## config.mk

```make
export PLATFORM = sky130hd
export DESIGN_NAME = load_extender
export DESIGN_NICKNAME = d
export VERILOG_FILES = /design/src/rtl/load_extender.sv
export SDC_FILE = /design/constraint.sdc
export NUM_CORES = 1
export LEC_CHECK = 0
export CORE_MARGIN = 2
export CORE_UTILIZATION = 49
export CTS_BUF_LIST = sky130_fd_sc_hd__clkbuf_8
export DETAILED_ROUTE_END_ITERATION = 10
export GPL_TIMING_DRIVEN = 0
export PLACE_DENSITY = 0.88
export SLEW_MARGIN = 40
export SYNTH_ARGS = -nofsm -noshare
export SYNTH_HDL_FRONTEND = slang
export SYNTH_SLANG_ARGS = --single-unit
export TNS_END_PERCENT = 20
```

## constraint.sdc

```tcl
create_clock -name clk -period 6.6 [get_ports clk]
set_clock_uncertainty 0.15 [all_clocks]
set_input_delay 1.98 -clock clk [delete_from_list [all_inputs] [get_ports clk]]
set_output_delay 1.98 -clock clk [all_outputs]
set_load 0.005 [all_outputs]
```

## src/rtl/load_extender.sv

```systemverilog
// load_extender: M-stage load decode, alignment/range check and W-stage data extension.
//
// Data-memory loads complete in one cycle: op and byte offset are registered at the edge and
// the registered RAM word (DM_RD) is extracted combinationally in the following cycle.
// Peripheral loads (lw only) run a req/ack bridge read and stall the pipeline until the ack
// arrives or the timeout expires.
//
// Ports:
//   clk, reset    system clock, synchronous active-high reset
//   Instr_M       M-stage instruction (opcode in [31:26])
//   ALU_Out_M     M-stage effective address
//   Flush         kill the M-stage instruction (no W result)
//   DM_RD         data-memory read word, valid the cycle after the address
//   Dev_Req       bridge read request, held until ack or timeout
//   Dev_Addr      word-aligned bridge address, stable while Dev_Req
//   Dev_Ack       bridge completion strobe
//   Dev_RD        bridge read data, valid with Dev_Ack
//   Stall         freeze F/D/E/M while a peripheral read is pending
//   LD_EXP        combinational load address exception (AdEL)
//   Bus_Err       one-cycle pulse on bridge timeout
//   Load_Data_W   extended load data for W
//   Load_Valid_W  Load_Data_W carries a valid load result this cycle
module load_extender #(
    parameter logic [31:0] DM_LIMIT    = 32'h0000_3000,
    parameter logic [31:0] DEV_BASE    = 32'h0000_7F00,
    parameter logic [31:0] DEV_LIMIT   = 32'h0000_7F2C,
    parameter int unsigned BUS_TIMEOUT = 15
) (
    input  logic        clk,
    input  logic        reset,
    input  logic [31:0] Instr_M,
    input  logic [31:0] ALU_Out_M,
    input  logic        Flush,
    input  logic [31:0] DM_RD,
    output logic        Dev_Req,
    output logic [31:0] Dev_Addr,
    input  logic        Dev_Ack,
    input  logic [31:0] Dev_RD,
    output logic        Stall,
    output logic        LD_EXP,
    output logic        Bus_Err,
    output logic [31:0] Load_Data_W,
    output logic        Load_Valid_W
);

    localparam logic [5:0] OpLw  = 6'b100011;
    localparam logic [5:0] OpLh  = 6'b100001;
    localparam logic [5:0] OpLhu = 6'b100101;
    localparam logic [5:0] OpLb  = 6'b100000;
    localparam logic [5:0] OpLbu = 6'b100100;

    localparam logic [7:0] TimeoutLast = 8'(BUS_TIMEOUT - 1);

    typedef enum logic [1:0] {StIdle, StWait, StDone} state_e;

    state_e      state_q, state_d;
    logic [7:0]  count_q, count_d;
    logic [31:0] addr_q, addr_d;
    logic [31:0] dev_data_q, dev_data_d;
    logic        kill_q, kill_d;
    logic        bus_err_q, bus_err_d;
    logic        dm_valid_q;
    logic [5:0]  dm_op_q, dm_op_d;
    logic [1:0]  dm_off_q, dm_off_d;
    logic [31:0] last_q;

    logic [5:0]  opcode;
    logic        is_lw, is_half, is_load;
    logic        in_dm, in_dev, misaligned;
    logic        accept, dm_accept, dev_accept;
    logic [7:0]  dm_byte;
    logic [15:0] dm_half;
    logic [31:0] dm_ext;

    // Only the opcode field matters here.
    logic unused_instr_bits;
    assign unused_instr_bits = ^Instr_M[25:0];

    // Decode and address check
    always_comb begin
        opcode     = Instr_M[31:26];
        is_lw      = (opcode == OpLw);
        is_half    = (opcode == OpLh) || (opcode == OpLhu);
        is_load    = is_lw || is_half || (opcode == OpLb) || (opcode == OpLbu);
        in_dm      = (ALU_Out_M < DM_LIMIT);
        in_dev     = (ALU_Out_M >= DEV_BASE) && (ALU_Out_M < DEV_LIMIT);
        misaligned = (is_lw && (ALU_Out_M[1:0] != 2'b00)) || (is_half && ALU_Out_M[0]);
        LD_EXP     = is_load && (misaligned || (!in_dm && !in_dev) || (!is_lw && in_dev));
        accept     = is_load && !LD_EXP && !Flush && (state_q == StIdle);
        dm_accept  = accept && in_dm;
        dev_accept = accept && in_dev;
    end

    // Next state
    always_comb begin
        state_d    = state_q;
        count_d    = count_q;
        addr_d     = addr_q;
        dev_data_d = dev_data_q;
        kill_d     = kill_q;
        bus_err_d  = 1'b0;
        dm_op_d    = dm_accept ? opcode : dm_op_q;
        dm_off_d   = dm_accept ? ALU_Out_M[1:0] : dm_off_q;
        case (state_q)
            StIdle: begin
                if (dev_accept) begin
                    state_d = StWait;
                    count_d = 8'd0;
                    kill_d  = 1'b0;
                    addr_d  = {ALU_Out_M[31:2], 2'b00};
                end
            end
            StWait: begin
                // The bus read always completes; a flush only discards its result.
                if (Flush) begin
                    kill_d = 1'b1;
                end
                if (Dev_Ack) begin
                    dev_data_d = Dev_RD;
                    state_d    = StDone;
                end else if (count_q == TimeoutLast) begin
                    dev_data_d = 32'h0;
                    bus_err_d  = 1'b1;
                    state_d    = StDone;
                end else begin
                    count_d = count_q + 8'd1;
                end
            end
            StDone: state_d = StIdle;
            default: state_d = StIdle;
        endcase
    end

    // DM word extraction
    always_comb begin
        dm_byte = DM_RD[{dm_off_q, 3'b000} +: 8];
        dm_half = dm_off_q[1] ? DM_RD[31:16] : DM_RD[15:0];
        case (dm_op_q)
            OpLb:    dm_ext = {{24{dm_byte[7]}}, dm_byte};
            OpLbu:   dm_ext = {24'h0, dm_byte};
            OpLh:    dm_ext = {{16{dm_half[15]}}, dm_half};
            OpLhu:   dm_ext = {16'h0, dm_half};
            default: dm_ext = DM_RD;
        endcase
    end

    // Outputs
    always_comb begin
        Dev_Req      = (state_q == StWait);
        Dev_Addr     = addr_q;
        Stall        = (state_q == StWait) || dev_accept;
        Bus_Err      = bus_err_q;
        Load_Valid_W = dm_valid_q || ((state_q == StDone) && !kill_q);
        if (dm_valid_q) begin
            Load_Data_W = dm_ext;
        end else if ((state_q == StDone) && !kill_q) begin
            Load_Data_W = dev_data_q;
        end else begin
            Load_Data_W = last_q;
        end
    end

    always_ff @(posedge clk) begin
        if (reset) begin
            state_q    <= StIdle;
            count_q    <= 8'd0;
            addr_q     <= 32'h0;
            dev_data_q <= 32'h0;
            kill_q     <= 1'b0;
            bus_err_q  <= 1'b0;
            dm_valid_q <= 1'b0;
            dm_op_q    <= 6'h0;
            dm_off_q   <= 2'b00;
            last_q     <= 32'h0;
        end else begin
            state_q    <= state_d;
            count_q    <= count_d;
            addr_q     <= addr_d;
            dev_data_q <= dev_data_d;
            kill_q     <= kill_d;
            bus_err_q  <= bus_err_d;
            dm_valid_q <= dm_accept;
            dm_op_q    <= dm_op_d;
            dm_off_q   <= dm_off_d;
            last_q     <= Load_Data_W;
        end
    end

endmodule

```

==> run metrics, run 1 <==
combinational share of power under 10%; CP arrival ~4.5 ns; asr flop ratio synth 0%; TritonCTS buffer count 17; die area approximately 11000 um^2; max-cap viol count 0; Seq/Total Area, Yosys about 44%; DR vias/cell 5.74; CP Launch Type input port; actual slew at the worst max-slew pin approximately 0.90 ns; I/O pins between 200 and 250; DRT iter0 DRCs between 300 and 400; YS warnings 0; CTS Buffer Depth 2; Final ANT Viol Nets 0; Slew HR between 30% and 40%; Synth Register Bits 115; Clock Power Share between 40% and 50%; Root Buffer clkbuf_8; GRT Util Overall slightly below 30%; HPWL after DPL ~13 mm; drt pass-1 iters 5; area grow syn2layout 44.8%; Avg Inst Size Synth 8.95 um^2; Int Pwr about 1.1 mW; Starting Density between 50 and 60%; dpl ws -0.0355 ns; WP data required roughly 4.5 ns; min Tclk post-route 6.59 ns; commonest cells in the netlist dfxtp_1 (115), nor2_1 (62), a211oi_1 (43); Max Freq approximately 150 MHz; H-tree level count 4; Worst Setup Slack, final between 0.01 and 0.015 ns; vias in the first global route between 5000 and 6000; hold-critical path depth 2; Final Hold Vio Count 0; Yosys top cell area share between 40 and 50%; total grt overflow 0; max-slew violations 0; Seq pwr share a little under half; Reg2Reg Depth 8; leading area contributor after synthesis dfxtp_1; Avg WL per Cell roughly 18 um; status complete, no violations; Via Count between 5000 and 6000; switching share of power 22.6%; Clock transition at path regs 0.06 ns; hold_sp Dev_Addr[9]; sw power roughly 0.33 mW; CP max FO 8; Cell Rows 37; top-count cell post-synth dfxtp_1; post-route clock period utilization between 90% and 100%; IO Port Bufs around 170; critical path endpoint category output pin; Core ar. roughly 10000 um^2; Synth Instances 579; # Post-CTS Setup Buffers 0; EDFF count, synth 0; Hold Crit Endpoint Dev_Addr[9]; clock sinks around 120; dpl cells 888; CTS tree built; chip height between 100 and 150 um; Placer Congestion 0.958; antenna diode count 0; initial antenna violation count 0; first-pass GRT wire length between 20 and 30 mm; die outline width 107 um; mapped cell area between 5000 and 6000 um^2; Finished Layout Cells just over 900; RSZ-0062 raised after global routing true; HP Class reg -> reg; unique cell type count in the Yosys netlist 56; largest net degree at the start of global routing 17; PwrDens between 150 and 200 nW/um^2; Worst R2R Setup Slack around 3.9 ns; LEAKAGE between 2 and 3 nW; ratio of cells with drive above 1 in the final layout roughly 7.7%; clk_lat worst skew 0.43 ns; worst vdd ir 0.131 mV; drt drc 0; synth top area cells dfxtp_1 (44%), a211oi_1 (6.2%), mux2i_1 (5.2%); Post-synth top flop dfxtp_1; layout net count a little over 900; crit path from DM_RD[23]; Worst R2R End dev_data_q[23]; Worst R2R Start count_q[0]; critical path class in -> out; drt total wl 16.8 mm; final setup fails 0
==> power groups by stage <==
| stage | Combinational, mW | Clock (mW) | Sequential (mW) |
|---|---|---|---|
| after CTS | 0.111 | 0.653 | 0.694 |
| after global routing | 0.119 | 0.686 | 0.693 |
| after detailed placement | 0.110 | 0 | 0.709 |
| after floorplan | 0.0282 | 0 | 0.709 |
| final | 0.113 | 0.655 | 0.694 |
| after global placement | 0.108 | 0 | 0.709 |
==> repair_timing <==
action,in CTS,in global routing
setup endpoints to repair,14,10
resized for setup,3,4
hold buffers,0,0
pin swaps,0,1
cloned,0,0
==> worst max-delay path, stage by stage <==
cell	delay, ns
clkdlybuf4s50_1	0.55
mux4_2	0.48
nor2b_1	0.18
a21o_1	0.30
a221oi_1	0.39
nor2_1	0.11
clkdlybuf4s50_1	0.47
==> cell families after synthesis <==
family,after synthesis,share of synthesized area [%]
AO/OA/AOI/OAI,146,20.2
other,1,0.0723
flip-flops,115,44.4
XOR/XNOR,6,1.01
AND/OR/NAND/NOR,221,23.2
multiplexers,29,5.87
adder cells (fa/ha/maj),2,0.483
buffers and inverters,59,4.75
==> worst max-delay path by stage <==
| stage | to | slack (ns) | cells past startpoint |
|---|---|---|---|
| after detailed placement | Stall | -0.04 | 8 |
| after CTS | Stall | 0.03 | 8 |
| after floorplan | Stall | 1.18 | 6 |
| final | Load_Data_W[9] | 0.01 | 7 |
| after global placement | Load_Data_W[30] | -0.02 | 8 |
| after global routing | Load_Data_W[12] | -0.02 | 7 |
==> stage by stage <==
stage          utilization (%)  power (mW)  cell area, um^2  setup TNS, ns  hold WS (ns)
6_report                  73.0        1.46             7510              0         0.304
5_1_grt                   73.0        1.50             7510        -0.0384         0.314
4_1_cts                   72.8        1.46             7480              0         0.303
3_5_place_dp              68.9       0.820             7080         -0.137         0.292
3_3_place_gp              68.9       0.818             7080        -0.0760         0.287
2_1_floorplan                -       0.738             5190              0         0.292
==> sequential cells by signal, indices dropped and copies added (netlist names) <==
name	count
kill_q	1
state_q	2
dm_op_q	6
last_q	32
Bus_Err	1
dm_valid_q	1
dm_off_q	2
dev_data_q	32
count_q	8
Dev_Addr	30
==> final cells by class <==
cell class,instances,area [um^2]
buffer,45,199
clock buffer,21,289
clock inverter,9,106
fill,789,2770
inverter,14,52.6
multi-input combinational,406,2670
sequential,115,2300
tap,136,170
timing repair buffer,172,1720
==> routing by layer <==
metal	global-route usage (%)	routed length, um
met2	50.4	8140
met5	0	0
met1	35.5	6660
met4	13.1	607
met3	6.93	1440
==> cells in the final DEF, fill, tap and decap left out, types with 3 or more instances in the layout <==
cell and instances:
buf_4 3, clkdlybuf4s50_1 172, a211oi_1 43, nand2_1 33
dfxtp_1 115, and2_1 26, a22oi_1 35, nand3_1 5
clkbuf_1 34, o2bb2ai_1 6, nor3b_1 3, a221o_1 4
clkbuf_8 21, xor2_1 5, inv_1 13, nor4b_1 3
a221oi_1 6, mux2i_1 27, o22ai_1 6, nor3_1 15
o21ai_0 3, nor2b_1 37, a21oi_1 29, nor4_1 4
nor2_1 61, nand2b_1 12, or3b_2 5, buf_2 6
(Power assumes the default switching activity.)
==> inputs of run 2 (changes only) <==
Settings changed: ABC_CLOCK_PERIOD_IN_PS set to 5900, CORE_UTILIZATION 49 to 41, PLACE_DENSITY 0.88 to 0.79.
Clock period 6.6 ns to 5.9 ns, I/O delays scaled along.
==> run 2 against run 1 <==
Effect of this change: power is 11% higher; wire length is 2.8% lower; combinational power is 12% higher; non-clock buffer count is 2 higher; clock power is 11% higher; via count is 2.5% lower; flip-flop and latch count stayed put; utilization is 11 points lower; largest power group unchanged; register-to-register slack worse by 0.72 ns; final cell count is 4.4% higher; critical path depth is 1 higher; first-iteration DRC count is 4.0% lower.
==> run metrics, run 2 (same netlist as run 1, synthesis figures left out) <==
Crit path buffers/inverters 3 (+1); cts hold-fix bufs 0 (unchanged); Final Hold Vio Count 0 (unchanged); vias in the first global route 5132 (-3.4%); max-slew violations 0 (unchanged); Clock transition at path regs 0.07 ns (about the same); drt pass-1 iters 5 (unchanged); die area 13600 um^2 (+19%); setup TNS 0 ns (unchanged); HPWL after DPL 12.7 mm (-3.0%); slowest stage cell on the critical path mux4_2; total grt overflow 0 (unchanged); critical-path cell list clkdlybuf4s50_1 > mux4_2 > nor2b_1 > o21a_1 > nor2_4 > buf_6 > a21oi_1 > clkdlybuf4s50_1; antenna diode count 0 (unchanged); largest net degree at the start of global routing 17 (unchanged); CP max FO 10 (+2); Util after Layout 61.6% (-11 points); PwrDens 212 nW/um^2 (+8.8%); FILL cells 1080 (+37%); Multi-input gate area 2730 um^2 (+2.5%); drt total wl 16.4 mm (-2.8%); min Tclk post-route between 5 and 6 ns; final setup fails 0 (unchanged); Top delay family on crit path buffers and inverters; commonest non-fill, non-tap cell in the layout clkdlybuf4s50_1; status complete, no violations; Final ANT Viol Nets 0 (unchanged); CP arrival 3.94 ns (-0.52 ns); CP Launch Type input port; GRT Util Overall 24.2% (-5.4 points); Via Count 5136 (-2.5%); Placer Congestion 0.947 (-1.2%); H-tree level count 4 (unchanged); Root Buffer clkbuf_8; post-route clock period utilization between 90% and 100%; LEAKAGE 3.22 nW (+11%); register area 2300 um^2 (unchanged); Starting Density 41.6% (-8.9 points); RSZ-0062 raised after global routing true; hold_sp Dev_Addr[8]; HP Class reg -> reg; Finished Layout Cells 958 (+4.4%); WP data required 3.98 ns (-0.49 ns); critical path class in -> out; clk_lat worst skew 0.44 ns (about the same); Max Freq ~170 MHz; area grow syn2layout 48.1%; worst vdd ir 0.124 mV (-5.5%); DR vias/cell 5.36 (-6.6%); Reg2Reg Depth 8 (unchanged); TritonCTS buffer count 17 (unchanged); dpl cells 924 (+4.1%); Core ar. 12500 um^2 (+21%); drt drc 0 (unchanged); Crit path largest cell delay 0.46 ns (-0.09 ns); most used cell, CP clkdlybuf4s50_1; hold-critical path depth 2 (unchanged); Hold Crit Endpoint Dev_Addr[8]; chip height 116 um (+9.0%); DRT iter0 DRCs 360 (-4.0%); layout net count 907 (+0.22%); initial antenna violation count 0 (unchanged); Slew HR 41.2% (+1.5 points); die outline width 116 um (+9.0%); critical path endpoint category output pin; CTS Buffer Depth 2 (unchanged); I/O pins 201 (unchanged); actual slew at the worst max-slew pin 0.876 ns (-0.0218 ns); Avg WL per Cell 17.1 um (-6.8%); most frequent cells in the layout clkdlybuf4s50_1 (153), dfxtp_1 (115), nor2_1 (60); Worst R2R End dev_data_q[23]; ratio of cells with drive above 1 in the final layout 9.16% (+1.5 points); IO Port Bufs 172 (unchanged); first-pass GRT wire length 25.3 mm (-4.0%); clock sinks 115 (unchanged); max-cap viol count 0 (unchanged); Worst R2R Start count_q[0]; Cell Rows 41 (+11%); Worst R2R Setup Slack 3.20 ns (-0.72 ns); CTS tree built
-- run 2: layout make-up --
cell class | instances | share of cell area (%)
Inverter | 14 | 0.684
Timing Repair Buffer | 174 | 23.1
Clock inverter | 12 | 1.56
Multi-Input combinational cell | 406 | 35.6
Clock buffer | 20 | 3.58
Tap cell | 172 | 2.80
Buffer | 45 | 2.69
Sequential cell | 115 | 30.0
-- run 2: worst max path at each step --
stage	start	to	slack (ns)	depth (start not counted)
floorplan	Instr_M[29]	Stall	0.90	6
global placement	DM_RD[23]	Load_Data_W[30]	-0.31	8
detailed placement	DM_RD[23]	Load_Data_W[30]	-0.33	8
CTS	DM_RD[15]	Load_Data_W[29]	0.001	8
global route	DM_RD[15]	Load_Data_W[16]	-0.05	8
finish	DM_RD[15]	Load_Data_W[16]	0.04	8
-- run 2: where the power goes --
part | internal [mW] | leakage [nW] | total [mW] | switching (mW)
clock | 0.373 | 0.185 | 0.724 | 0.352
combinational | 0.0757 | 2.11 | 0.127 | 0.0509
sequential | 0.776 | 0.926 | 0.776 | 0.0000000137
-- run 2: what timing repair did --
| action | in CTS | in global routing |
|---|---|---|
| pin swaps | 2 | 3 |
| setup buffers | 1 | 1 |
| hold endpoints to repair | 0 | 0 |
| gates resized for setup | 17 | 22 |
| setup endpoints to repair | 25 | 24 |
-- run 2: worst reg2reg max path: cells and delay by family, from the launching register on --
kind,cells,cell delay [ns]
compound gates,2,0.85
fa+ha+maj,1,0.20
simple gates,2,0.28
flops,1,0.39
buf+inv,3,0.77
-- run 2: stage by stage --
step	instance area, um^2	total power, mW	hold slack [ns]	setup slack [ns]
after floorplan	5190	0.825	0.292	0.903
after global placement	7120	0.915	0.284	-0.309
after detailed placement	7120	0.916	0.293	-0.333
after CTS	7590	1.63	0.304	0.00147
after global routing	7680	1.67	0.325	-0.0466
final	7680	1.63	0.300	0.0369
-- run 2: routing by layer --
metal  part of all wire, %  global-route usage, %  vias to the layer above
met5                     0                      0                        -
met4                   3.4                   11.2                        0
met3                   7.9                   5.55                       43
met2                    48                   40.9                      258
met1                    41                   29.2                     2366
li1                      -                      -                     2469
